[src/rtl/ocp_slave_mem.sv]
// OCP slave target: word memory behind an accept FSM, with a protocol checker.
// Latency: write lands at the accept edge; read response valid RESP_LATENCY edges after accept.
// Backpressure: optional ACCEPT_WAIT stall before the first beat of a burst; responses never stall.
module ocp_slave_mem #(
  parameter int MADDR_WIDTH  = 64,
  parameter int MDATA_WIDTH  = 8,
  parameter int SDATA_WIDTH  = 8,
  parameter int MEM_DEPTH    = 16,
  parameter int ADDR_SHIFT   = 2,
  parameter int ACCEPT_WAIT  = 0,
  parameter int RESP_LATENCY = 1
) (
  input  logic                   Clk,
  input  logic                   reset,
  input  logic                   EnableClk,
  input  logic [2:0]             MCmd,
  input  logic [MADDR_WIDTH-1:0] MAddr,
  input  logic [MDATA_WIDTH-1:0] MData,
  input  logic [9:0]             MBurstLength,
  input  logic                   MReqLast,
  output logic                   SCmdAccept,
  output logic [1:0]             SResp,
  output logic                   SRespLast,
  output logic [SDATA_WIDTH-1:0] SData,
  output logic                   protocol_err
);

  localparam int IDX_W = (MEM_DEPTH > 1) ? $clog2(MEM_DEPTH) : 1;
  localparam logic [3:0] WAIT_INIT = (ACCEPT_WAIT > 0) ? 4'(ACCEPT_WAIT - 1) : 4'd0;

  localparam logic [2:0] CMD_IDLE = 3'b000;
  localparam logic [2:0] CMD_WR   = 3'b001;
  localparam logic [2:0] CMD_RD   = 3'b010;
  localparam logic [2:0] CMD_RDEX = 3'b011;
  localparam logic [2:0] CMD_RDL  = 3'b100;
  localparam logic [2:0] CMD_WRNP = 3'b101;
  localparam logic [2:0] CMD_WRC  = 3'b110;
  localparam logic [2:0] CMD_BCST = 3'b111;

  localparam logic [1:0] RESP_NULL = 2'b00;
  localparam logic [1:0] RESP_DVA  = 2'b01;
  localparam logic [1:0] RESP_ERR  = 2'b11;

  typedef enum logic [1:0] {ST_IDLE, ST_WAIT, ST_BURST} state_t;

  typedef struct packed {
    logic [1:0]             resp;
    logic                   last;
    logic [SDATA_WIDTH-1:0] data;
  } resp_t;

  state_t                 state;
  logic [3:0]             wait_cnt;
  logic [MDATA_WIDTH-1:0] mem [MEM_DEPTH];
  resp_t                  pipe [RESP_LATENCY];
  resp_t                  new_rsp;

  logic [MADDR_WIDTH-1:0] idx_full;
  logic [IDX_W-1:0]       idx;
  logic                   in_range;
  logic                   req_vld;
  logic                   do_write;

  logic [10:0]            beat_cnt;
  logic [10:0]            beat_num;
  logic [9:0]             eff_len;
  logic [2:0]             burst_cmd;
  logic [9:0]             burst_len;
  logic                   in_burst;
  logic                   viol;

  // Address decode; the range check uses every address bit so high bits cannot alias.
  assign idx_full = MAddr >> ADDR_SHIFT;
  assign idx      = idx_full[IDX_W-1:0];
  assign in_range = idx_full < MADDR_WIDTH'(MEM_DEPTH);
  assign req_vld  = MCmd != CMD_IDLE;
  assign do_write = (MCmd == CMD_WR) || (MCmd == CMD_BCST) || (MCmd == CMD_WRNP);

  // Accept decision straight from state, wait counter and the presented command.
  always_comb begin
    SCmdAccept = 1'b0;
    if (EnableClk && req_vld) begin
      case (state)
        ST_IDLE:  SCmdAccept = (ACCEPT_WAIT == 0);
        ST_WAIT:  SCmdAccept = (wait_cnt == 4'd0);
        ST_BURST: SCmdAccept = 1'b1;
        default:  SCmdAccept = 1'b0;
      endcase
    end
  end

  // Accept FSM: optional stall before the first beat, then stall-free burst beats.
  always_ff @(posedge Clk) begin
    if (reset) begin
      state    <= ST_IDLE;
      wait_cnt <= 4'd0;
    end else if (EnableClk) begin
      case (state)
        ST_IDLE: begin
          if (req_vld) begin
            if (ACCEPT_WAIT == 0) begin
              if (!MReqLast) state <= ST_BURST;
            end else begin
              wait_cnt <= WAIT_INIT;
              state    <= ST_WAIT;
            end
          end
        end
        ST_WAIT: begin
          if (!req_vld)               state    <= ST_IDLE;
          else if (wait_cnt != 4'd0)  wait_cnt <= wait_cnt - 4'd1;
          else                        state    <= MReqLast ? ST_IDLE : ST_BURST;
        end
        ST_BURST: begin
          if (req_vld && MReqLast) state <= ST_IDLE;
        end
        default: state <= ST_IDLE;
      endcase
    end
  end

  // Memory: cleared by reset, written at the accept edge for in-range writes.
  always_ff @(posedge Clk) begin
    if (reset) begin
      for (int i = 0; i < MEM_DEPTH; i++) mem[i] <= '0;
    end else if (SCmdAccept && do_write && in_range) begin
      mem[idx] <= MData;
    end
  end

  // Response for the beat being accepted this cycle; all-zero means no response.
  always_comb begin
    new_rsp = '0;
    if (SCmdAccept) begin
      case (MCmd)
        CMD_RD, CMD_RDEX, CMD_RDL: begin
          new_rsp.resp = in_range ? RESP_DVA : RESP_ERR;
          new_rsp.data = in_range ? SDATA_WIDTH'(mem[idx]) : '0;
          new_rsp.last = MReqLast;
        end
        CMD_WRNP: begin
          new_rsp.resp = in_range ? RESP_DVA : RESP_ERR;
          new_rsp.last = MReqLast;
        end
        CMD_WRC: begin
          new_rsp.resp = RESP_ERR;
          new_rsp.last = MReqLast;
        end
        default: new_rsp = '0;
      endcase
    end
  end

  // Fixed-latency response shift register; the last stage drives the bus.
  always_ff @(posedge Clk) begin
    if (reset) begin
      for (int i = 0; i < RESP_LATENCY; i++) pipe[i] <= '0;
    end else if (EnableClk) begin
      pipe[0] <= new_rsp;
      for (int i = 1; i < RESP_LATENCY; i++) pipe[i] <= pipe[i-1];
    end
  end

  assign SResp     = pipe[RESP_LATENCY-1].resp;
  assign SRespLast = pipe[RESP_LATENCY-1].last;
  assign SData     = pipe[RESP_LATENCY-1].data;

  // Protocol checker over accepted beats; a zero length is treated as one.
  assign eff_len  = (MBurstLength == 10'd0) ? 10'd1 : MBurstLength;
  assign beat_num = beat_cnt + 11'd1;
  assign in_burst = beat_cnt != 11'd0;
  assign viol     = (MBurstLength == 10'd0)
                  || ( MReqLast && (beat_num != {1'b0, eff_len}))
                  || (!MReqLast && (beat_num == {1'b0, eff_len}))
                  || (in_burst && ((MCmd != burst_cmd) || (MBurstLength != burst_len)));

  // Beat counting and the sticky violation flag.
  always_ff @(posedge Clk) begin
    if (reset) begin
      beat_cnt     <= 11'd0;
      burst_cmd    <= CMD_IDLE;
      burst_len    <= 10'd0;
      protocol_err <= 1'b0;
    end else if (SCmdAccept) begin
      if (viol) protocol_err <= 1'b1;
      if (MReqLast) begin
        beat_cnt <= 11'd0;
      end else begin
        beat_cnt <= beat_num;
        if (!in_burst) begin
          burst_cmd <= MCmd;
          burst_len <= MBurstLength;
        end
      end
    end
  end

endmodule

[config.mk]
export PLATFORM = sky130hd
export DESIGN_NAME = ocp_slave_mem
export DESIGN_NICKNAME = d
export VERILOG_FILES = /design/src/rtl/ocp_slave_mem.sv
export SDC_FILE = /design/constraint.sdc
export NUM_CORES = 1
export LEC_CHECK = 0
export CORE_MARGIN = 1.5
export CORE_UTILIZATION = 30
export CTS_BUF_LIST = sky130_fd_sc_hd__clkbuf_16
export CTS_CLUSTER_SIZE = 8
export DETAILED_ROUTE_END_ITERATION = 16
export GPL_TIMING_DRIVEN = 0
export PLACE_DENSITY = 0.58
export RECOVER_POWER = 50
export SLEW_MARGIN = 20
export SYNTH_ARGS = -nofsm -noshare
export SYNTH_HDL_FRONTEND = slang
export SYNTH_SLANG_ARGS = --single-unit
[constraint.sdc]
create_clock -name Clk -period 3.8 [get_ports Clk]
set_input_delay 0.76 -clock Clk [delete_from_list [all_inputs] [get_ports Clk]]
set_output_delay 0.76 -clock Clk [all_outputs]
set_load 0.1 [all_outputs]
==> results.py, run 1 <==
metrics = {
    "grt": {
        "grtUsageTotal_pct": 17.7,
        "grt_pass1_wl_microns": 35800,
        "grt_pass1_vias": 5691,
        "antenna_found_initial": 0,
        "grt-ovfl-total": 0,
        "grt_max_degree": 20,
    },
    "synthesis": {
        "synthCells": 651,
        "ys_warn_count": 0,
        "ys_async_sr_fraction_pct": 0,
        "yosysSeqAreaShare_pct": 58.7,
        "synthDistinctLibCells": 54,
        "synth_area_per_cell_sq_um": 12.2,
        "syn-num-nets": 742,
        "syn-cell-area_sq_mm": 0.00796,
        "synth_seq_cells": 164,
        "synth_edf_count": 139,
        "synth_flop_cell": "edfxtp_1",
    },
    "die": {
        "io_pins": 102,
        "dieArea_sq_mm": 0.0275,
        "die_w_microns": 166,
        "initial_core_util_pct": 30.5,
        "core_area_sq_mm": 0.0261,
        "dieHeight_microns": 166,
        "row_count": 59,
    },
    "timing": {
        "finClkSkew_ns": 0.0165,
        "worstMarginPinSlew_ns": 0.992,
        "hold_viol": 0,
        "finalSetupViolCount": 0,
        "rsz0062_at_grt": "yes",
        "min_period_ns": 3.70,
        "fmax_ghz": 0.271,
        "slew_headroom_pct": 33.7,
        "drv_slew": 0,
        "fin_crit_sh_pct": 97.3,
    },
    "route": {
        "drt-initial-drc-count": 637,
        "drt_wl_total_microns": 24000,
        "detail-route-antenna-nets": 0,
        "vias": 5728,
        "drc": 0,
        "drt-wirelength-per-cell_microns": 21.6,
        "vias_per_cell": 5.16,
        "drt_pass1_iterations": 5,
    },
    "placement": {
        "place_area_sq_mm": 0.00933,
        "gp_congestion": 0.919,
        "dpl.hpwl_microns": 16800,
        "io_buffers": 92,
    },
    "finish": {
        "final_layout_size_suffix_gt1_share_pct": 14.8,
        "fin_area_sq_mm": 0.00998,
        "nNetsFinal": 854,
        "area_delta_synth_final_pct": 25.4,
        "antenna_cells": 0,
    },
    "setup_path": {
        "cp.required_ns": 3.86,
        "end_kind": "register",
        "cp_max_fo": 9,
        "worstSetupStartpointType": "input pin",
        "path_class": "in -> reg",
        "arrival_ns": 3.75,
    },
    "clock_tree": {
        "cts_buffer_depth": 2,
        "cts_tree": "yes",
        "cts_buffers": 17,
        "htreeDepth": 4,
        "clk_latency_ns": 0.44,
        "cts_root_buffer": "clkbuf_16",
        "cts_sinks": 164,
        "path_clk_slew_ns": 0.08,
        "hold_buffers": 0,
        "post_cts.repair.setup_buffers": 0,
    },
    "power": {
        "power_mw": 4.38,
        "leakage_nw": 3.13,
        "peakVddDrop_uv": 314,
        "p_per_area_mw_per_mm2": 439,
    },
    "job": {
        "cap_violations": 0,
    },
    "hold_path": {
        "hold_path.class": "reg -> reg",
    },
    "status": {
        "status": "completed",
    },
}
==> worst paths after layout <==
check,end,startpoint,depth (start not counted),slack (ns)
min reg2reg,burst_len[1]$_SDFFE_PP0P_,burst_len[1]$_SDFFE_PP0P_,2,0.52
max reg2reg,protocol_err$_SDFFE_PP0P_,beat_cnt[1]$_SDFFE_PP0P_,8,1.26
min,burst_len[1]$_SDFFE_PP0P_,burst_len[1]$_SDFFE_PP0P_,2,0.52
max,mem[12][6]$_SDFFCE_PN0P_,MAddr[28],8,0.10
==> flip-flops by register name (all words and copies together) (netlist names) <==
signal	cells
beat_cnt	11
burst_cmd	3
pipe	11
protocol_err	1
burst_len	10
mem	128
==> timing repair <==
action	4_1_cts	5_1_grt
endpoints found under the setup margin	1	89
gates resized for setup	1	8
pin swaps	0	0
hold endpoints to repair	0	0
==> logic make-up after synthesis <==
group	after synthesis	share of synthesized area, %
flops	164	58.7
simple gates	290	16.8
buf+inv	55	3.52
xor+xnor	23	2.53
mux	55	13.2
fa+ha+maj	2	0.314
compound gates	62	4.84
==> stage by stage <==
stage | worst slack, ns | instances | hold WS (ns) | utilization, % | TNS [ns]
floorplan | 0.491 | 651 | 0.481 | - | 0
global placement | -0.772 | 1078 | 0.494 | 35.7 | -87.81
detailed placement | -0.388 | 1079 | 0.505 | 35.8 | -36.07
CTS | 0.0660 | 1111 | 0.524 | 38.2 | 0
global route | -0.0338 | 1111 | 0.544 | 38.3 | -0.494
finish | 0.104 | 1111 | 0.520 | 38.3 | 0
==> worst max-delay path: stages <==
cell,delay [ns]
clkdlybuf4s50_1,0.39
nor4_1,0.32
nand4_1,0.22
nor4_4,0.49
nand4_2,0.25
or2_2,0.34
buf_2,0.18
o31ai_2,0.78
==> report_power, final <==
group          internal [mW]  switching (mW)  total [mW]
registers               2.03          0.0254        2.05
clock network          0.957           0.862        1.82
logic                  0.213           0.298       0.511
total                   3.20            1.19        4.38
==> cells in the mapped netlist, types with 10 or more instances <==
| library cell | count | area (sq um) |
|---|---|---|
| mux4_2 | 40 | 901 |
| edfxtp_1 | 139 | 4170 |
| o21ai_0 | 23 | 115 |
| dfxtp_1 | 25 | 500 |
| nor2b_1 | 10 | 62.6 |
| nor2_1 | 159 | 597 |
| clkbuf_1 | 24 | 90.1 |
| nand2_1 | 41 | 154 |
| nand3_1 | 12 | 60.1 |
| a21oi_1 | 15 | 75.1 |
| nor4_1 | 23 | 144 |
| buf_2 | 16 | 80.1 |
| xnor2_1 | 15 | 131 |
| mux2i_1 | 15 | 150 |
==> layout by cell type (no fill, tap or decap), types with 3 or more instances in the layout <==
| cell type | instances |
|---|---|
| o21ai_2 | 7 |
| a21oi_1 | 15 |
| inv_1 | 4 |
| buf_2 | 15 |
| a31oi_1 | 4 |
| clkbuf_16 | 17 |
| clkbuf_1 | 25 |
| nand2b_1 | 5 |
| o21ai_1 | 5 |
| nor2_2 | 3 |
| xnor2_1 | 15 |
| nor4_1 | 23 |
| nor2_1 | 159 |
| o31ai_2 | 4 |
| nand4_1 | 6 |
| inv_8 | 6 |
| xor2_1 | 8 |
| dfxtp_1 | 25 |
| mux2i_1 | 15 |
| mux4_2 | 40 |
| clkdlybuf4s50_1 | 90 |
| buf_6 | 7 |
| nand3_1 | 12 |
| edfxtp_1 | 139 |
| clkinv_8 | 4 |
| o21ai_0 | 11 |
| nand2_1 | 41 |
| or3_1 | 4 |
| nor3_1 | 7 |
| nor2b_1 | 10 |
| buf_1 | 3 |
==> cell type report <==
type | count | area [sq um]
Buffer | 51 | 264
Clock buffer | 17 | 425
Clock inverter | 15 | 196
Fill cell | 2496 | 16100
Inverter | 4 | 15.0
Multi-Input combinational cell | 432 | 3060
Sequential cell | 164 | 4670
Tap cell | 335 | 419
Timing Repair Buffer | 93 | 927
==> layer usage <==
layer	routed length [microns]	GRT usage (%)	share of wire, %	vias to the layer above
met1	10200	25.0	43	2811
met4	496	5.68	2.1	0
li1	-	-	-	2622
met2	11100	27.3	46	261
met3	2190	3.65	9.1	34
met5	0	0	0	-
No activity file was read; power rests on OpenSTA's default activity.
==> inputs of run 2 (changes only) <==
--- a/config.mk
+++ b/config.mk
@@ -7,7 +7,7 @@
 export LEC_CHECK = 0
 export CORE_MARGIN = 1.5
 export CORE_UTILIZATION = 30
-export CTS_BUF_LIST = sky130_fd_sc_hd__clkbuf_16
+export CTS_CLUSTER_DIAMETER = 40
 export CTS_CLUSTER_SIZE = 8
 export DETAILED_ROUTE_END_ITERATION = 16
 export GPL_TIMING_DRIVEN = 0
==> results of run 2 <==
No change in the layout: final DEF, timing and power equal those of run 1.
==> inputs of run 3 (changes only) <==
--- a/config.mk
+++ b/config.mk
@@ -13,6 +13,7 @@
 export GPL_TIMING_DRIVEN = 0
 export PLACE_DENSITY = 0.58
 export RECOVER_POWER = 50
+export SKIP_CTS_REPAIR_TIMING = 1
 export SLEW_MARGIN = 20
 export SYNTH_ARGS = -nofsm -noshare
 export SYNTH_HDL_FRONTEND = slang
==> results.py, run 3 (synthesis results as in run 1) <==
metrics = {
    "finish": {
        "largest_reg_flops": 128,
        "final-instance-count-excl-fill": 1111,
        "largest-register": "mem",
        "final_cell_mix": "nor2_1 (159), edfxtp_1 (139), clkdlybuf4s50_1 (90)",
        "nNetsFinal": 854,
        "regArea_sq_mm": 0.00467,
        "antenna_cells": 0,
        "num-fill-cells": 2494,
        "final_layout_size_suffix_gt1_share_pct": 14.8,
        "final_common_cell": "nor2_1",
        "reg_top3": "mem x128, beat_cnt x11, pipe x11",
        "multiInputGateArea_sq_mm": 0.00306,
        "area_delta_synth_final_pct": 25.5,
    },
    "route": {
        "drt_pass1_iterations": 5,
        "detail-route-antenna-nets": 0,
        "vias": 5722,
        "drt-initial-drc-count": 637,
        "vias_per_cell": 5.15,
        "drt_wl_total_microns": 24000,
        "drc": 0,
        "drt-wirelength-per-cell_microns": 21.6,
    },
    "clock_tree": {
        "clk_latency_ns": 0.44,
        "cts_buffer_depth": 2,
        "cts_buffers": 17,
        "cts_root_buffer": "clkbuf_16",
        "path_clk_slew_ns": 0.08,
        "htreeDepth": 4,
        "cts_tree": "yes",
        "cts_sinks": 164,
    },
    "grt": {
        "grt_pass1_vias": 5691,
        "grt-ovfl-total": 0,
        "grt_pass1_wl_microns": 35800,
        "grtUsageTotal_pct": 17.7,
        "antenna_found_initial": 0,
        "grt_max_degree": 20,
    },
    "power": {
        "p_sw_mw": 1.19,
        "switching_share_pct": 27.0,
        "p_int_mw": 3.20,
        "pwr-share-seq_pct": 46.8,
        "p_per_area_mw_per_mm2": 439,
        "leakage_nw": 3.14,
        "peakVddDrop_uv": 314,
        "clkPwrFrac_pct": 41.5,
        "pwr-share-comb_pct": 11.7,
    },
    "timing": {
        "hold_viol": 0,
        "drv_slew": 0,
        "slew_headroom_pct": 33.6,
        "fin_crit_sh_pct": 97.9,
        "finClkSkew_ns": 0.0166,
        "min_period_ns": 3.72,
        "setup_tns_ns": 0,
        "finalSetupViolCount": 0,
        "worstMarginPinSlew_ns": 0.990,
        "hold_slack_ns": 0.520,
        "rsz0062_at_grt": "yes",
        "layout_setup_ws_ns": 0.0792,
        "fmax_ghz": 0.269,
    },
    "setup_path": {
        "path_class": "in -> reg",
        "cp_max_fo": 9,
        "arrival_ns": 3.78,
        "worstSetupStartpointType": "input pin",
        "ff2ff_path_depth": 8,
        "cp.required_ns": 3.86,
        "end_kind": "register",
    },
    "placement": {
        "io_buffers": 92,
        "place_inst": 1079,
        "dpl.hpwl_microns": 16800,
        "place_ws_ns": -0.388,
        "gp_congestion": 0.919,
    },
    "die": {
        "io_pins": 102,
        "initial_core_util_pct": 30.5,
        "dieArea_sq_mm": 0.0275,
        "die_w_microns": 166,
        "row_count": 59,
        "dieHeight_microns": 166,
        "core_area_sq_mm": 0.0261,
    },
    "job": {
        "cap_violations": 0,
    },
    "hold_path": {
        "hold_path.class": "reg -> reg",
        "whs_path_depth": 2,
    },
    "status": {
        "status": "completed",
    },
}
run 3: changes by cell type in the layout (fill, tap and decap cells not counted), sizes merged:
cell	change
dlymetal6s2s	+1
dlygate4sd2	-1
run 3: critical path, cell delays in order:
cell             delay, ns
clkdlybuf4s50_1       0.39
nor4_1                0.32
nand4_1               0.22
nor4_4                0.49
nand4_2               0.25
or2_2                 0.34
buf_2                 0.18
o31ai_2               0.80
run 3: power by group through the flow:
stage / Clock, mW / Sequential [mW] / Combinational (mW)
detailed placement: 0 / 2.10 / 0.507
global placement: 0 / 2.09 / 0.502
CTS: 1.84 / 2.05 / 0.509
global route: 1.91 / 2.06 / 0.535
finish: 1.82 / 2.05 / 0.512
floorplan: 0 / 2.14 / 0.228
run 3: cell type report:
type	count	area share [%]
Sequential cell	164	46.8
Multi-Input combinational cell	432	30.6
Timing Repair Buffer	93	9.32
Clock buffer	17	4.26
Tap cell	335	4.20
Buffer	51	2.64
Clock inverter	15	1.97
Inverter	4	0.150
run 3: routing by layer:
metal	global-route usage (%)	vias to the layer above	wire [microns]
li1	-	2623	-
met1	25.0	2808	10200
met2	27.3	259	11100
met3	3.65	32	2240
met4	5.68	0	469
met5	0	-	0
run 3: path summary, 6_finish.rpt:
path / from / to / slack (ns)
setup / recovery: MAddr[28] / mem[12][6]$_SDFFCE_PN0P_ / 0.08
hold / removal: burst_len[1]$_SDFFE_PP0P_ / burst_len[1]$_SDFFE_PP0P_ / 0.52
setup reg to reg: beat_cnt[1]$_SDFFE_PP0P_ / protocol_err$_SDFFE_PP0P_ / 1.26
hold reg to reg: burst_len[1]$_SDFFE_PP0P_ / burst_len[1]$_SDFFE_PP0P_ / 0.52
run 3: metrics by stage:
stage	total power, mW	instance area [sq um]	utilization, %
after floorplan	2.37	7960	-
after global placement	2.59	9300	35.7
after detailed placement	2.60	9330	35.8
final	4.38	9980	38.3
after global routing	4.51	9980	38.3
after CTS	4.40	9950	38.2
